`src/rtl/sa_pkg.sv`:
```
// Shared definitions for the systolic-array tile: dataflow modes, default
// operand/result widths and the signed clamp helper used by every PE.
package sa_pkg;

  typedef enum logic {
    MODE_WS = 1'b0,
    MODE_OS = 1'b1
  } mode_e;

  localparam int IN_DATA_WIDTH_DEF  = 8;
  localparam int OUT_DATA_WIDTH_DEF = 32;

  // Widest result the clamp helper supports; callers sign-extend into it.
  localparam int SAT_MAX_W = 64;

  function automatic logic signed [SAT_MAX_W:0] sat_clip(
    input logic signed [SAT_MAX_W:0] value,
    input int                        width
  );
    logic signed [SAT_MAX_W:0] one;
    logic signed [SAT_MAX_W:0] hi;
    logic signed [SAT_MAX_W:0] lo;
    one = (SAT_MAX_W + 1)'(1);
    hi  = (one <<< (width - 1)) - one;
    lo  = ~hi;
    if (value > hi)      return hi;
    else if (value < lo) return lo;
    else                 return value;
  endfunction

endpackage

```
`src/rtl/pe_dual_mode_if.sv`:
```
// Port bundle of one dual-mode PE: configuration, west/north operand inputs
// and the registered east/south outputs that feed the neighbouring PEs.
interface pe_dual_mode_if
  import sa_pkg::*;
#(
  parameter int IN_W  = IN_DATA_WIDTH_DEF,
  parameter int OUT_W = OUT_DATA_WIDTH_DEF
);

  logic                    mode;
  logic                    cfg_load;
  logic signed [IN_W-1:0]  in_west;
  logic                    in_west_valid;
  logic signed [IN_W-1:0]  in_north_weight;
  logic                    in_north_weight_valid;
  logic                    weight_swap;
  logic signed [OUT_W-1:0] in_north_psum;
  logic                    in_north_psum_valid;
  logic                    drain;

  logic signed [IN_W-1:0]  out_east;
  logic                    out_east_valid;
  logic signed [IN_W-1:0]  out_south_weight;
  logic                    out_south_weight_valid;
  logic signed [OUT_W-1:0] out_south_psum;
  logic                    out_south_psum_valid;
  logic                    sat_flag;

  modport master (
    output mode, cfg_load, in_west, in_west_valid, in_north_weight,
           in_north_weight_valid, weight_swap, in_north_psum,
           in_north_psum_valid, drain,
    input  out_east, out_east_valid, out_south_weight, out_south_weight_valid,
           out_south_psum, out_south_psum_valid, sat_flag
  );

  modport slave (
    input  mode, cfg_load, in_west, in_west_valid, in_north_weight,
           in_north_weight_valid, weight_swap, in_north_psum,
           in_north_psum_valid, drain,
    output out_east, out_east_valid, out_south_weight, out_south_weight_valid,
           out_south_psum, out_south_psum_valid, sat_flag
  );

endinterface

```
`src/rtl/pe_mac_sat.sv`:
```
// Combinational signed multiply-add: result = a*b + addend, either clamped to
// the signed OUT_W range (with an overflow flag) or wrapped.
module pe_mac_sat
  import sa_pkg::*;
#(
  parameter int IN_W     = IN_DATA_WIDTH_DEF,
  parameter int OUT_W    = OUT_DATA_WIDTH_DEF,
  parameter int SATURATE = 1
) (
  input  logic signed [IN_W-1:0]  a,
  input  logic signed [IN_W-1:0]  b,
  input  logic signed [OUT_W-1:0] addend,
  output logic signed [OUT_W-1:0] result,
  output logic                    ovf
);

  logic signed [2*IN_W-1:0]  product;
  logic signed [OUT_W:0]     sum;
  logic signed [SAT_MAX_W:0] sum_w;
  logic signed [SAT_MAX_W:0] clipped;

  // NOTE: every variable is assigned on every path, so no latch is inferred.
  always_comb begin
    product = a * b;
    sum     = (OUT_W + 1)'(product) + (OUT_W + 1)'(addend);
    sum_w   = (SAT_MAX_W + 1)'(sum);
    clipped = sat_clip(sum_w, OUT_W);
    if (SATURATE != 0) begin
      result = clipped[OUT_W-1:0];
      ovf    = (clipped != sum_w);
    end else begin
      result = sum[OUT_W-1:0];
      ovf    = 1'b0;
    end
  end

endmodule

```
`src/rtl/pe_dual_mode.sv`:
```
// Systolic PE with run-time selectable weight-stationary (double-buffered
// weight) or output-stationary (local accumulator + drain chain) dataflow.
module pe_dual_mode
  import sa_pkg::*;
#(
  parameter int IN_DATA_WIDTH  = IN_DATA_WIDTH_DEF,
  parameter int OUT_DATA_WIDTH = OUT_DATA_WIDTH_DEF,
  parameter int SATURATE       = 1
) (
  input logic           clk,
  input logic           rstn,
  pe_dual_mode_if.slave io
);

  localparam int IW = IN_DATA_WIDTH;
  localparam int OW = OUT_DATA_WIDTH;

  mode_e                mode_q, mode_d;
  logic signed [IW-1:0] shadow_w, shadow_d;
  logic signed [IW-1:0] active_w, active_d;
  logic signed [OW-1:0] acc, acc_d;
  logic                 sat_q, sat_d;
  logic signed [OW-1:0] psum_q, psum_d;
  logic                 psum_vld_q, psum_vld_d;
  logic signed [IW-1:0] east_q, south_w_q;
  logic                 east_vld_q, south_w_vld_q;

  logic signed [IW-1:0] mac_b;
  logic signed [OW-1:0] mac_add;
  logic signed [OW-1:0] mac_res;
  logic                 mac_ovf;
  logic                 os_fire;

  assign os_fire = io.in_west_valid & io.in_north_weight_valid;

  // One MAC serves both dataflows; a drain starts the accumulator from the
  // coinciding product so that operand is not lost.
  always_comb begin
    if (mode_q == MODE_WS) begin
      mac_b   = active_w;
      mac_add = io.in_north_psum_valid ? io.in_north_psum : '0;
    end else begin
      mac_b   = io.in_north_weight;
      mac_add = io.drain ? '0 : acc;
    end
  end

  pe_mac_sat #(
    .IN_W     (IW),
    .OUT_W    (OW),
    .SATURATE (SATURATE)
  ) u_mac (
    .a      (io.in_west),
    .b      (mac_b),
    .addend (mac_add),
    .result (mac_res),
    .ovf    (mac_ovf)
  );

  always_comb begin
    mode_d     = mode_q;
    shadow_d   = shadow_w;
    active_d   = active_w;
    acc_d      = acc;
    sat_d      = sat_q;
    psum_d     = io.in_north_psum;
    psum_vld_d = io.in_north_psum_valid;

    case (mode_q)
      MODE_WS: begin
        if (io.in_north_weight_valid) shadow_d = io.in_north_weight;
        if (io.weight_swap)           active_d = shadow_w;
        if (io.in_west_valid) begin
          psum_d     = mac_res;
          psum_vld_d = 1'b1;
          sat_d      = sat_q | mac_ovf;
        end
      end
      MODE_OS: begin
        if (os_fire) begin
          acc_d = mac_res;
          sat_d = sat_q | mac_ovf;
        end
        // Own accumulator wins over any upstream word arriving with drain.
        if (io.drain) begin
          psum_d     = acc;
          psum_vld_d = 1'b1;
          if (!os_fire) acc_d = '0;
        end
      end
      default: ;
    endcase

    if (io.cfg_load) begin
      mode_d = mode_e'(io.mode);
      if (mode_e'(io.mode) != mode_q) acc_d = '0;
    end
  end

  // NOTE: state registers use non-blocking assignments so every flop samples
  // pre-edge values regardless of statement order.
  always_ff @(posedge clk or negedge rstn) begin
    if (!rstn) begin
      mode_q        <= MODE_WS;
      shadow_w      <= '0;
      active_w      <= '0;
      acc           <= '0;
      sat_q         <= 1'b0;
      psum_q        <= '0;
      psum_vld_q    <= 1'b0;
      east_q        <= '0;
      east_vld_q    <= 1'b0;
      south_w_q     <= '0;
      south_w_vld_q <= 1'b0;
    end else begin
      mode_q        <= mode_d;
      shadow_w      <= shadow_d;
      active_w      <= active_d;
      acc           <= acc_d;
      sat_q         <= sat_d;
      psum_q        <= psum_d;
      psum_vld_q    <= psum_vld_d;
      east_q        <= io.in_west;
      east_vld_q    <= io.in_west_valid;
      south_w_q     <= io.in_north_weight;
      south_w_vld_q <= io.in_north_weight_valid;
    end
  end

  assign io.out_east               = east_q;
  assign io.out_east_valid         = east_vld_q;
  assign io.out_south_weight       = south_w_q;
  assign io.out_south_weight_valid = south_w_vld_q;
  assign io.out_south_psum         = psum_q;
  assign io.out_south_psum_valid   = psum_vld_q;
  assign io.sat_flag               = sat_q;

endmodule

```
`src/flat_wrapper.sv`:
```
// flat-port wrapper written by rule: the top's interface ports become plain ports
module pe_dual_mode_flat import sa_pkg::*;
#(
  parameter int IN_DATA_WIDTH  = IN_DATA_WIDTH_DEF,
  parameter int OUT_DATA_WIDTH = OUT_DATA_WIDTH_DEF,
  parameter int SATURATE       = 1
)
  (clk, rstn, io_mode, io_cfg_load, io_in_west, io_in_west_valid, io_in_north_weight, io_in_north_weight_valid, io_weight_swap, io_in_north_psum, io_in_north_psum_valid, io_drain, io_out_east, io_out_east_valid, io_out_south_weight, io_out_south_weight_valid, io_out_south_psum, io_out_south_psum_valid, io_sat_flag);
  pe_dual_mode_if #(.IN_W(8), .OUT_W(32)) io_i ();
  input logic clk;
  input logic rstn;
  input wire logic [$bits(io_i.mode)-1:0] io_mode;
  input wire logic [$bits(io_i.cfg_load)-1:0] io_cfg_load;
  input wire logic [$bits(io_i.in_west)-1:0] io_in_west;
  input wire logic [$bits(io_i.in_west_valid)-1:0] io_in_west_valid;
  input wire logic [$bits(io_i.in_north_weight)-1:0] io_in_north_weight;
  input wire logic [$bits(io_i.in_north_weight_valid)-1:0] io_in_north_weight_valid;
  input wire logic [$bits(io_i.weight_swap)-1:0] io_weight_swap;
  input wire logic [$bits(io_i.in_north_psum)-1:0] io_in_north_psum;
  input wire logic [$bits(io_i.in_north_psum_valid)-1:0] io_in_north_psum_valid;
  input wire logic [$bits(io_i.drain)-1:0] io_drain;
  output wire logic [$bits(io_i.out_east)-1:0] io_out_east;
  output wire logic [$bits(io_i.out_east_valid)-1:0] io_out_east_valid;
  output wire logic [$bits(io_i.out_south_weight)-1:0] io_out_south_weight;
  output wire logic [$bits(io_i.out_south_weight_valid)-1:0] io_out_south_weight_valid;
  output wire logic [$bits(io_i.out_south_psum)-1:0] io_out_south_psum;
  output wire logic [$bits(io_i.out_south_psum_valid)-1:0] io_out_south_psum_valid;
  output wire logic [$bits(io_i.sat_flag)-1:0] io_sat_flag;
  assign io_i.mode = io_mode;
  assign io_i.cfg_load = io_cfg_load;
  assign io_i.in_west = io_in_west;
  assign io_i.in_west_valid = io_in_west_valid;
  assign io_i.in_north_weight = io_in_north_weight;
  assign io_i.in_north_weight_valid = io_in_north_weight_valid;
  assign io_i.weight_swap = io_weight_swap;
  assign io_i.in_north_psum = io_in_north_psum;
  assign io_i.in_north_psum_valid = io_in_north_psum_valid;
  assign io_i.drain = io_drain;
  assign io_out_east = io_i.out_east;
  assign io_out_east_valid = io_i.out_east_valid;
  assign io_out_south_weight = io_i.out_south_weight;
  assign io_out_south_weight_valid = io_i.out_south_weight_valid;
  assign io_out_south_psum = io_i.out_south_psum;
  assign io_out_south_psum_valid = io_i.out_south_psum_valid;
  assign io_sat_flag = io_i.sat_flag;
  pe_dual_mode #(.IN_DATA_WIDTH(IN_DATA_WIDTH), .OUT_DATA_WIDTH(OUT_DATA_WIDTH), .SATURATE(SATURATE)) u_core (.clk(clk), .rstn(rstn), .io(io_i));
endmodule
```
`config.mk`:
```
export PLATFORM = sky130hd
export DESIGN_NAME = pe_dual_mode_flat
export DESIGN_NICKNAME = d
export VERILOG_FILES = /design/src/rtl/sa_pkg.sv /design/src/rtl/pe_dual_mode_if.sv /design/src/rtl/pe_mac_sat.sv /design/src/rtl/pe_dual_mode.sv /design/src/flat_wrapper.sv
export SDC_FILE = /design/constraint.sdc
export NUM_CORES = 1
export LEC_CHECK = 0
export CORE_MARGIN = 2
export CORE_UTILIZATION = 64
export DETAILED_ROUTE_END_ITERATION = 8
export PLACE_DENSITY = 0.9
export SYNTH_ARGS = -nofsm -noshare
export SYNTH_HDL_FRONTEND = slang
export SYNTH_SLANG_ARGS = --single-unit
export TNS_END_PERCENT = 1
```
`constraint.sdc`:
```
create_clock -name clk -period 22.2 [get_ports clk]
set_input_delay 4.44 -clock clk [delete_from_list [all_inputs] [get_ports clk]]
set_output_delay 4.44 -clock clk [all_outputs]
set_load 0.05 [all_outputs]
```
==> Word-level counts from Yosys, hierarchy flattened <==
Index checks and enable logic that the tools add are counted.
{ "totals": {"ff_bits": 101, "latchBits": 0, "mem_bits_rw": 0, "mem_bits_ro": 0, "inputBits": 57, "out_inout_bits": 52, "wordCells": 46, "n_memories": 0} }
{ "op_classes": {"add_sub_neg": 1, "mul": 1, "n_div": 0, "magnitude_cmp": 2, "eq_ne": 4, "shift": 0, "mux": 21, "n_bitwise": 3, "reduce_logical": 3} }
{ "op_table": {"columns": ["operator", "n"], "rows": [
  ["32-bit 2-to-1 mux", 11],
  ["65-bit 2-to-1 mux", 2],
  ["65-bit by 33-bit inequality test with 1-bit output", 1],
  ["32-bit case mux with 2 select lines", 1],
  ["16-bit by 32-bit adder with 33-bit output", 1],
  ["33-bit by 32-bit > comparator with 1-bit output, second input constant", 1],
  ["33-bit by 32-bit < comparator with 1-bit output, second input constant", 1],
  ["8-bit by 8-bit multiplier with 16-bit output", 1],
  ["8-bit 2-to-1 mux", 1],
  ["2-bit AND reduction", 3],
  ["1-bit 2-to-1 mux", 4],
  ["2-bit inequality test, second input constant", 2],
  ["1-bit case mux with 2 select lines", 2],
  ["1-bit AND", 1],
  ["1-bit inequality test", 1],
  ["1-bit NOT", 1],
  ["1-bit OR", 1]
]} }

==> Depth between registers and ports, before layout <==
Gate-level depths: netlist of run 1.
{ "logic_depth": {"word_depth": 12, "ltp_mapped": 25, "ltp_nobuf": 21} }

==> Cells and area by module <==
A second synthesis of run 1 with hierarchy kept.
{ "unflattened": {"hier_cells": 1046, "hier_area_um2": 10754.1} }
{ "modules_own_cells": {"columns": ["mod", "n_inst", "cells_per_inst", "area_per_inst_um2", "seq_area_each_um2"], "rows": [
  ["pe_mac_sat", 1, 608, 5876.9, 0.0],
  ["pe_dual_mode", 1, 438, 4877.2, 2527.4]
]} }

==> Worst setup path before layout of run 1 <==
No wires, ideal clock.
{ "synth_path": {"path_kind": "input port to flip-flop", "from": "in io_in_west[7]", "to": "reg u_core.acc[23]", "setup_ps": 138, "t_arrival_ps": 10606, "t_required_ps": 22062, "path_slack_ps": 11456, "stages": 19, "n_path_buf": 2, "path_cell_list": "buf_1 -> nand2_1 -> fa_1 -> inv_1 -> fa_1 -> fa_1 -> fa_1 -> fa_1 -> ha_1 -> nand2_1 -> nor3b_2 -> o211ai_1 -> a211oi_1 -> o21ai_0 -> a21oi_1 -> o21ai_2 -> buf_2 -> a211oi_1 -> o22ai_1"} }
{ "synth_between": {"elab_chain_cells": 11, "word_cells_on_any_way": 12, "classes_between": "1 x add/sub; 1 x mul; 2 x order compare; 8 x mux"} }
{ "synth_rtl": {"columns": ["element", "line", "text"], "rows": [
  ["start, declared", "flat_wrapper.sv:14", "input wire logic [$bits(io_i.in_west)-1:0] io_in_west;"],
  ["8-bit by 8-bit multiplier with 16-bit output *", "pe_mac_sat.sv:24", "product = a * b;"],
  ["16-bit by 32-bit adder with 33-bit output *", "pe_mac_sat.sv:25", "sum = (OUT_W + 1)'(product) + (OUT_W + 1)'(addend);"],
  ["33-bit by 32-bit < comparator with 1-bit output", "sa_pkg.sv:27", "else if (value < lo) return lo;"],
  ["65-bit 2-to-1 mux", "sa_pkg.sv:27", null],
  ["65-bit 2-to-1 mux *", "sa_pkg.sv:26", "if (value > hi) return hi;"],
  ["32-bit 2-to-1 mux *", "pe_dual_mode.sv:80", "if (os_fire) begin"],
  ["32-bit 2-to-1 mux", "pe_dual_mode.sv:88", "if (!os_fire) acc_d = '0;"],
  ["32-bit 2-to-1 mux *", "pe_dual_mode.sv:85", "if (io.drain) begin"],
  ["32-bit 2-to-1 mux *", "pe_dual_mode.sv:69", "case (mode_q)"],
  ["32-bit 2-to-1 mux", "pe_dual_mode.sv:96", "if (mode_e'(io.mode) != mode_q) acc_d = '0;"],
  ["32-bit 2-to-1 mux *", "pe_dual_mode.sv:94", "if (io.cfg_load) begin"],
  ["net u_core.acc_d[23]", "pe_dual_mode.sv:21", "logic signed [OW-1:0] acc, acc_d;"],
  ["end signal, assigned", "pe_dual_mode.sv:107", "acc <= '0;"],
  ["end signal, assigned", "pe_dual_mode.sv:119", "acc <= acc_d;"],
  ["end, declared", "pe_dual_mode.sv:21", null]
]} }
The timed path passes the listed nets; every way through them passes the cells marked *.
A chain may end at the register's enable or synchronous reset.

==> Worst setup path in the final report of run 1 <==
{ "layout_path": {"from": "in io_in_north_weight[2]", "to": "reg u_core.acc[27]"} }
{ "layout_between": {"elab_chain_cells": 12, "word_cells_on_any_way": 13, "classes_between": "1 x add/sub; 1 x mul; 2 x order compare; 9 x mux"} }
{ "layout_rtl": {"columns": ["element", "line", "text"], "rows": [
  ["start, declared", "flat_wrapper.sv:16", "input wire logic [$bits(io_i.in_north_weight)-1:0] io_in_north_weight;"],
  ["8-bit 2-to-1 mux *", "pe_dual_mode.sv:39", "if (mode_q == MODE_WS) begin"],
  ["8-bit by 8-bit multiplier with 16-bit output *", "pe_mac_sat.sv:24", null],
  ["16-bit by 32-bit adder with 33-bit output *", "pe_mac_sat.sv:25", null],
  ["33-bit by 32-bit < comparator with 1-bit output", "sa_pkg.sv:27", null],
  ["65-bit 2-to-1 mux", "sa_pkg.sv:27", null],
  ["65-bit 2-to-1 mux *", "sa_pkg.sv:26", null],
  ["32-bit 2-to-1 mux *", "pe_dual_mode.sv:80", null],
  ["32-bit 2-to-1 mux", "pe_dual_mode.sv:88", null],
  ["32-bit 2-to-1 mux *", "pe_dual_mode.sv:85", null],
  ["32-bit 2-to-1 mux *", "pe_dual_mode.sv:69", null],
  ["32-bit 2-to-1 mux", "pe_dual_mode.sv:96", null],
  ["32-bit 2-to-1 mux *", "pe_dual_mode.sv:94", null],
  ["net u_core.acc_d[27]", "pe_dual_mode.sv:21", null]
]} }
Marks and branches as above.

==> flow_summary.toml, run 1 <==
[detailed_routing]
wl_per_cell_um = 21.46
dr.pass1.iters = 5
vias_per_cell = 6.199
drt-total-wl_mm = 29.06
drc = 0
drtIter0Drc = 655
vias = 8393
antenna_left = 0

[synth]
synth_edf_count = 0
synthesis.nets = 1322
ys_ff_latch = 101
syn_inst = 1053
synth_cell_type_count = 55
yosysSeqAreaShare_pct = 23.97
syn_area_per_cell_um2 = 10.01
synth_ff_type = "dfrtp_1"
async_reset_ff_share_pct = 100.0
yosys_warnings = 0
netlist_area_mm2 = 0.01054

[job]
maxCapViolCount = 0

[layout]
diodes = 0
layout_commonest_cell = "fa_1"
multi_input_area_mm2 = 0.007376
regArea_mm2 = 0.002529
final_cell_mix = "140 x fa_1, 120 x inv_1, 106 x clkdlybuf4s50_1"
fill_cells = 1088
drive_above_1_share_pct = 7.381
synthToLayoutAreaGrowth_pct = 14.51
nNetsFinal = 1402
final_cells = 1354

[worst_setup_path]
crit_buf_inv = 2
path_cells = "clkdlybuf4s50_1 -> mux2i_1 -> nand2b_1 -> fa_1 -> fa_1 -> inv_1 -> fa_1 -> fa_1 -> ha_1 -> ha_1 -> a21o_1 -> a31o_1 -> or3_1 -> or3_1 -> a21oi_2 -> nor3_4 -> nor3_4 -> nor2_1 -> a311oi_1"
endpoint_kind = "flop"
cp_max_fo = 28
slowest_stage = "nor3_4"
crit_start = "io_in_north_weight[2]"
crit_top_cell = "fa_1"
crit_type = "in2reg"
reg2reg_from = "u_core.mode_q"
crit_path_start_kind = "input pin"
slowest_delay_ps = 940
arrival_ps = 12440
required_ps = 22450
cp_top_family = "adder cells"

[clock_network]
post_cts_buffers = 0
cts.clk_slew.worst_paths_ps = 80
htree_levels = 3
postCtsHoldBufs = 0
cts-root-buf = "clkbuf_16"
clk_latency_ps = 350
cts_tree = "done"
cts_buffers = 9
cts_num_sinks = 101
cts_buffer_depth = 2
cts_resized = 0

[timing]
finalSetupViolCount = 0
worst_pin_slew_ps = 1131
fin_crit_sh_pct = 54.90
timing.slew.headroom_pct = 24.36
rsz0062_at_grt = "false"
maxSlewViolCount = 0
skew_ps = 10.07
setup_tns_ps = 0
hold_viol = 0
finalCriticalPeriod_ps = 12190
fmax_mhz = 82.04

[grt]
grt_pass1_wl_mm = 47.42
grt_max_degree = 79
grt.overflow.total = 0
grt_usage_pct = 34.70
antenna_found_initial = 0
grt_pass1_vias = 9079

[floorplanning]
initial_core_util_pct = 65.90
core-area_mm2 = 0.01600
io-pin-count = 109
core.rowCount = 46
fp.dieH_um = 132.4
die_area_mm2 = 0.01752
die_width_um = 132.4

[placement]
routabilityCongestion = 0.9214
dp_cells = 1338
portBuffers = 108
dp_hpwl_mm = 21.64

[min_path]
hold_path.class = "reg2reg"
min_from = "u_core.io.sat_flag"

[status]
status = "complete, no violations"
## cell usage after synthesis, types with 7 or more instances
cell      count  area (um^2)
nor3_1        7        35.03
xor2_1        8        70.07
a21oi_1      86        430.4
mux2_2       41        461.7
o31ai_1       7        52.55
ha_1         72        900.9
a211oi_1     12        90.09
clkbuf_1     38        142.6
o21ai_0      33        165.2
inv_1       120        450.4
nor3b_1      20        150.1
nor2_1       23        86.33
dfrtp_1     101         2527
fa_1        140         2803
nor2b_1      29        181.4
xnor2_1      25        219.0
nand2b_1     15        93.84
and2_1       14        87.58
a311oi_1      7        61.31
a21o_1       10        75.07
o21ai_1      33        165.2
nand2_1      82        307.8
a22oi_1      33        247.7
a31oi_1       8        50.05
nand3_1      11        55.05
mux2i_1      15        150.1
## sequential cells by signal, summed over array words and instances (netlist names)
signal / flops
u_core.io.out_south_psum_valid: 1
u_core.acc: 32
u_core.io.out_south_weight_valid: 1
u_core.io.out_south_weight: 8
u_core.io.out_east_valid: 1
u_core.shadow_w: 8
u_core.active_w: 8
u_core.io.sat_flag: 1
u_core.io.out_east: 8
u_core.io.out_south_psum: 32
u_core.mode_q: 1
## per-layer routing
layer	vias to the layer above	routed length [um]	track usage (%)
li1	3737	-	-
met1	4136	10900	43.24
met2	410	14310	57.57
met3	110	2210	6.997
met4	0	1636	18.04
met5	-	0	0
## worst paths after layout
check | endpoint | cells after the start | slack [ps]
setup / recovery | u_core.acc[27] | 19 | 10010
hold / removal | u_core.io.sat_flag | 1 | 470
setup reg to reg | u_core.acc[27] | 22 | 13740
hold reg to reg | u_core.io.sat_flag | 1 | 470
max in group asynchronous | u_core.mode_q | 2 | 16830
min in group asynchronous | u_core.io.out_south_weight[6] | 1 | 3990
## layout make-up
| class | instances | share of cell area, % |
|---|---|---|
| Clock inverter | 6 | 0.5907 |
| Timing Repair Buffer | 118 | 9.513 |
| Tap cell | 216 | 2.238 |
| Clock buffer | 10 | 1.896 |
| Multi-Input combinational cell | 783 | 61.09 |
| Sequential cell | 101 | 20.94 |
| Inverter | 120 | 3.731 |
## stage by stage
stage                     hold slack, ps  utilization [%]  instance area (um^2)  worst slack (ps)
after global routing               491.4            75.46                 12070              9594
after floorplan                    466.3                -                 10540             11460
after detailed placement           453.7            73.58                 11770              9748
after global placement             451.0            73.58                 11770             10090
final                              467.3            75.46                 12070             10010
after CTS                          470.2            75.46                 12070             10100
## cell families after synthesis
family,synth area share (%)
simple gates,11.43
xor+xnor,2.741
mux,5.803
flops,23.97
fa+ha+maj,35.13
compound gates,14.79
buf+inv,6.147
Power of run 1 is not shown: default switching activity piles up to over one toggle a cycle in this logic, so the estimate is an artifact.
==> run 2, diff against run 1 <==
--- a/config.mk
+++ b/config.mk
@@ -6,9 +6,9 @@
 export NUM_CORES = 1
 export LEC_CHECK = 0
 export CORE_MARGIN = 2
-export CORE_UTILIZATION = 64
+export CORE_UTILIZATION = 53
 export DETAILED_ROUTE_END_ITERATION = 8
-export PLACE_DENSITY = 0.9
+export PLACE_DENSITY = 0.8
 export SYNTH_ARGS = -nofsm -noshare
 export SYNTH_HDL_FRONTEND = slang
 export SYNTH_SLANG_ARGS = --single-unit
==> constraint.sdc (replaced) <==
create_clock -name clk -period 10.6 [get_ports clk]
set_input_delay 2.12 -clock clk [delete_from_list [all_inputs] [get_ports clk]]
set_output_delay 2.12 -clock clk [all_outputs]
set_load 0.05 [all_outputs]
==> run 2 against run 1 <==
Non-clock buffer count grew 11. Worst setup slack lost 8500 ps. Final cell count grew 4.4%. Routed wire length shrank 3.3%. Largest cell class unchanged. Count of clock-buffer cells in the layout is the same. Core utilization shrank 12 points. Sequential cell count is the same. Via count shrank 1.2%. First-iteration DRC count grew 10%. Die area grew 20%. Final area grew 1.6%.
==> flow_summary.toml, run 2 (synthesis results as in run 1) <==
[clock_network]
clk_latency_ps = 370
cts_num_sinks = 101
htree_levels = 3
cts-root-buf = "clkbuf_16"
cts_buffers = 9
cts_tree = "done"
cts_buffer_depth = 2
postCtsHoldBufs = 0
cts_resized = 0
post_cts_buffers = 0
cts.clk_slew.worst_paths_ps = 80

[timing]
finalSetupViolCount = 0
finalCriticalPeriod_ps = 9062
hold_viol = 0
rsz0062_at_grt = "false"
fmax_mhz = 110.4
fin_crit_sh_pct = 85.49
skew_ps = 10.67
setup_tns_ps = 0
timing.slew.headroom_pct = 26.78
maxSlewViolCount = 0
worst_pin_slew_ps = 1098

[floorplanning]
die_area_mm2 = 0.02104
io-pin-count = 109
die_width_um = 145.0
initial_core_util_pct = 54.18
fp.dieH_um = 145.0
core.rowCount = 51
core-area_mm2 = 0.01946

[layout]
nNetsFinal = 1413
regArea_mm2 = 0.002529
diodes = 0
fill_cells = 1584
final_util_pct = 63.02
synthToLayoutAreaGrowth_pct = 16.32
multi_input_area_mm2 = 0.007376
final_cell_mix = "140 x fa_1, 120 x inv_1, 106 x clkdlybuf4s50_1"
drive_above_1_share_pct = 8.268
layout_commonest_cell = "fa_1"
final_cells = 1414

[grt]
grt_pass1_vias = 8572
grt.overflow.total = 0
grt_pass1_wl_mm = 45.82
grt_max_degree = 79
antenna_found_initial = 0
grt_usage_pct = 27.51

[worst_setup_path]
slowest_stage = "fa_1"
required_ps = 10870
endpoint_kind = "flop"
path_cells = "clkdlybuf4s50_1 -> mux2i_1 -> buf_4 -> nand2b_1 -> fa_1 -> fa_1 -> inv_1 -> fa_1 -> fa_1 -> ha_1 -> ha_1 -> and3_1 -> nand2_1 -> nor4_2 -> o31ai_1 -> a211oi_1 -> nor3_4 -> nor3_4 -> buf_4 -> a21oi_1 -> o21ai_1"
slowest_delay_ps = 770
cp_max_fo = 14
arrival_ps = 9330
crit_path_start_kind = "input pin"
crit_top_cell = "fa_1"
crit_type = "in2reg"

[detailed_routing]
drtIter0Drc = 722
dr.pass1.iters = 5
drt-total-wl_mm = 28.10
wl_per_cell_um = 19.87
antenna_left = 0
vias_per_cell = 5.864
drc = 0
vias = 8291

[status]
status = "complete, no violations"

[placement]
routabilityCongestion = 0.9749
dp_cells = 1398
dp_hpwl_mm = 21.57
portBuffers = 108

[min_path]
hold_path.class = "reg2reg"

[job]
maxCapViolCount = 0
[run 2: path summary, 6_finish.rpt]
path | from | to | slack (ps) | depth (start not counted)
worst min register to register | u_core.io.sat_flag | u_core.io.sat_flag | 470 | 1
worst min-delay path | u_core.io.sat_flag | u_core.io.sat_flag | 470 | 1
worst max register to register | u_core.mode_q | u_core.acc[17] | 2800 | 21
worst max-delay path | io_in_north_weight[2] | u_core.acc[17] | 1540 | 21
max in group asynchronous | rstn | u_core.mode_q | 7620 | 2
min in group asynchronous | rstn | u_core.io.out_south_weight[3] | 1710 | 1
[run 2: worst max-delay path, delay by kind of cell]
family,cells,cell delay (ps)
multiplexers,1,80
adder cells (fa/ha/maj),6,3140
AO/OA/AOI/OAI,4,830
buffers and inverters,4,1490
AND/OR/NAND/NOR,6,1660
[run 2: stage by stage]
stage               worst slack (ps)  hold WS (ps)  cell area, um^2
CTS                             1608         478.6            12260
finish                          1538         474.9            12260
detailed placement              1278         460.4            11930
floorplan                       2176         466.3            10540
global route                    1173         513.0            12260
global placement                1448         461.4            11930
[run 2: area by class of cell]
type	count	area share [%]
multi-input cells	783	60.14
clock buffers	10	1.867
repair buffers	129	10.14
flip-flops and latches	101	20.62
clock inverters	6	0.8570
well taps	265	2.704
inverters	120	3.673
[run 2: metal layers]
metal  track usage, %  routed length [um]  vias to the layer above
met2            47.21               14090                      347
met4            7.822                 657                        0
met5                0                   0                        -
li1                 -                   -                     3750
met3            2.799                1752                       52
met1            37.35               11590                     4142
Power of run 2 is left out for the same reason.
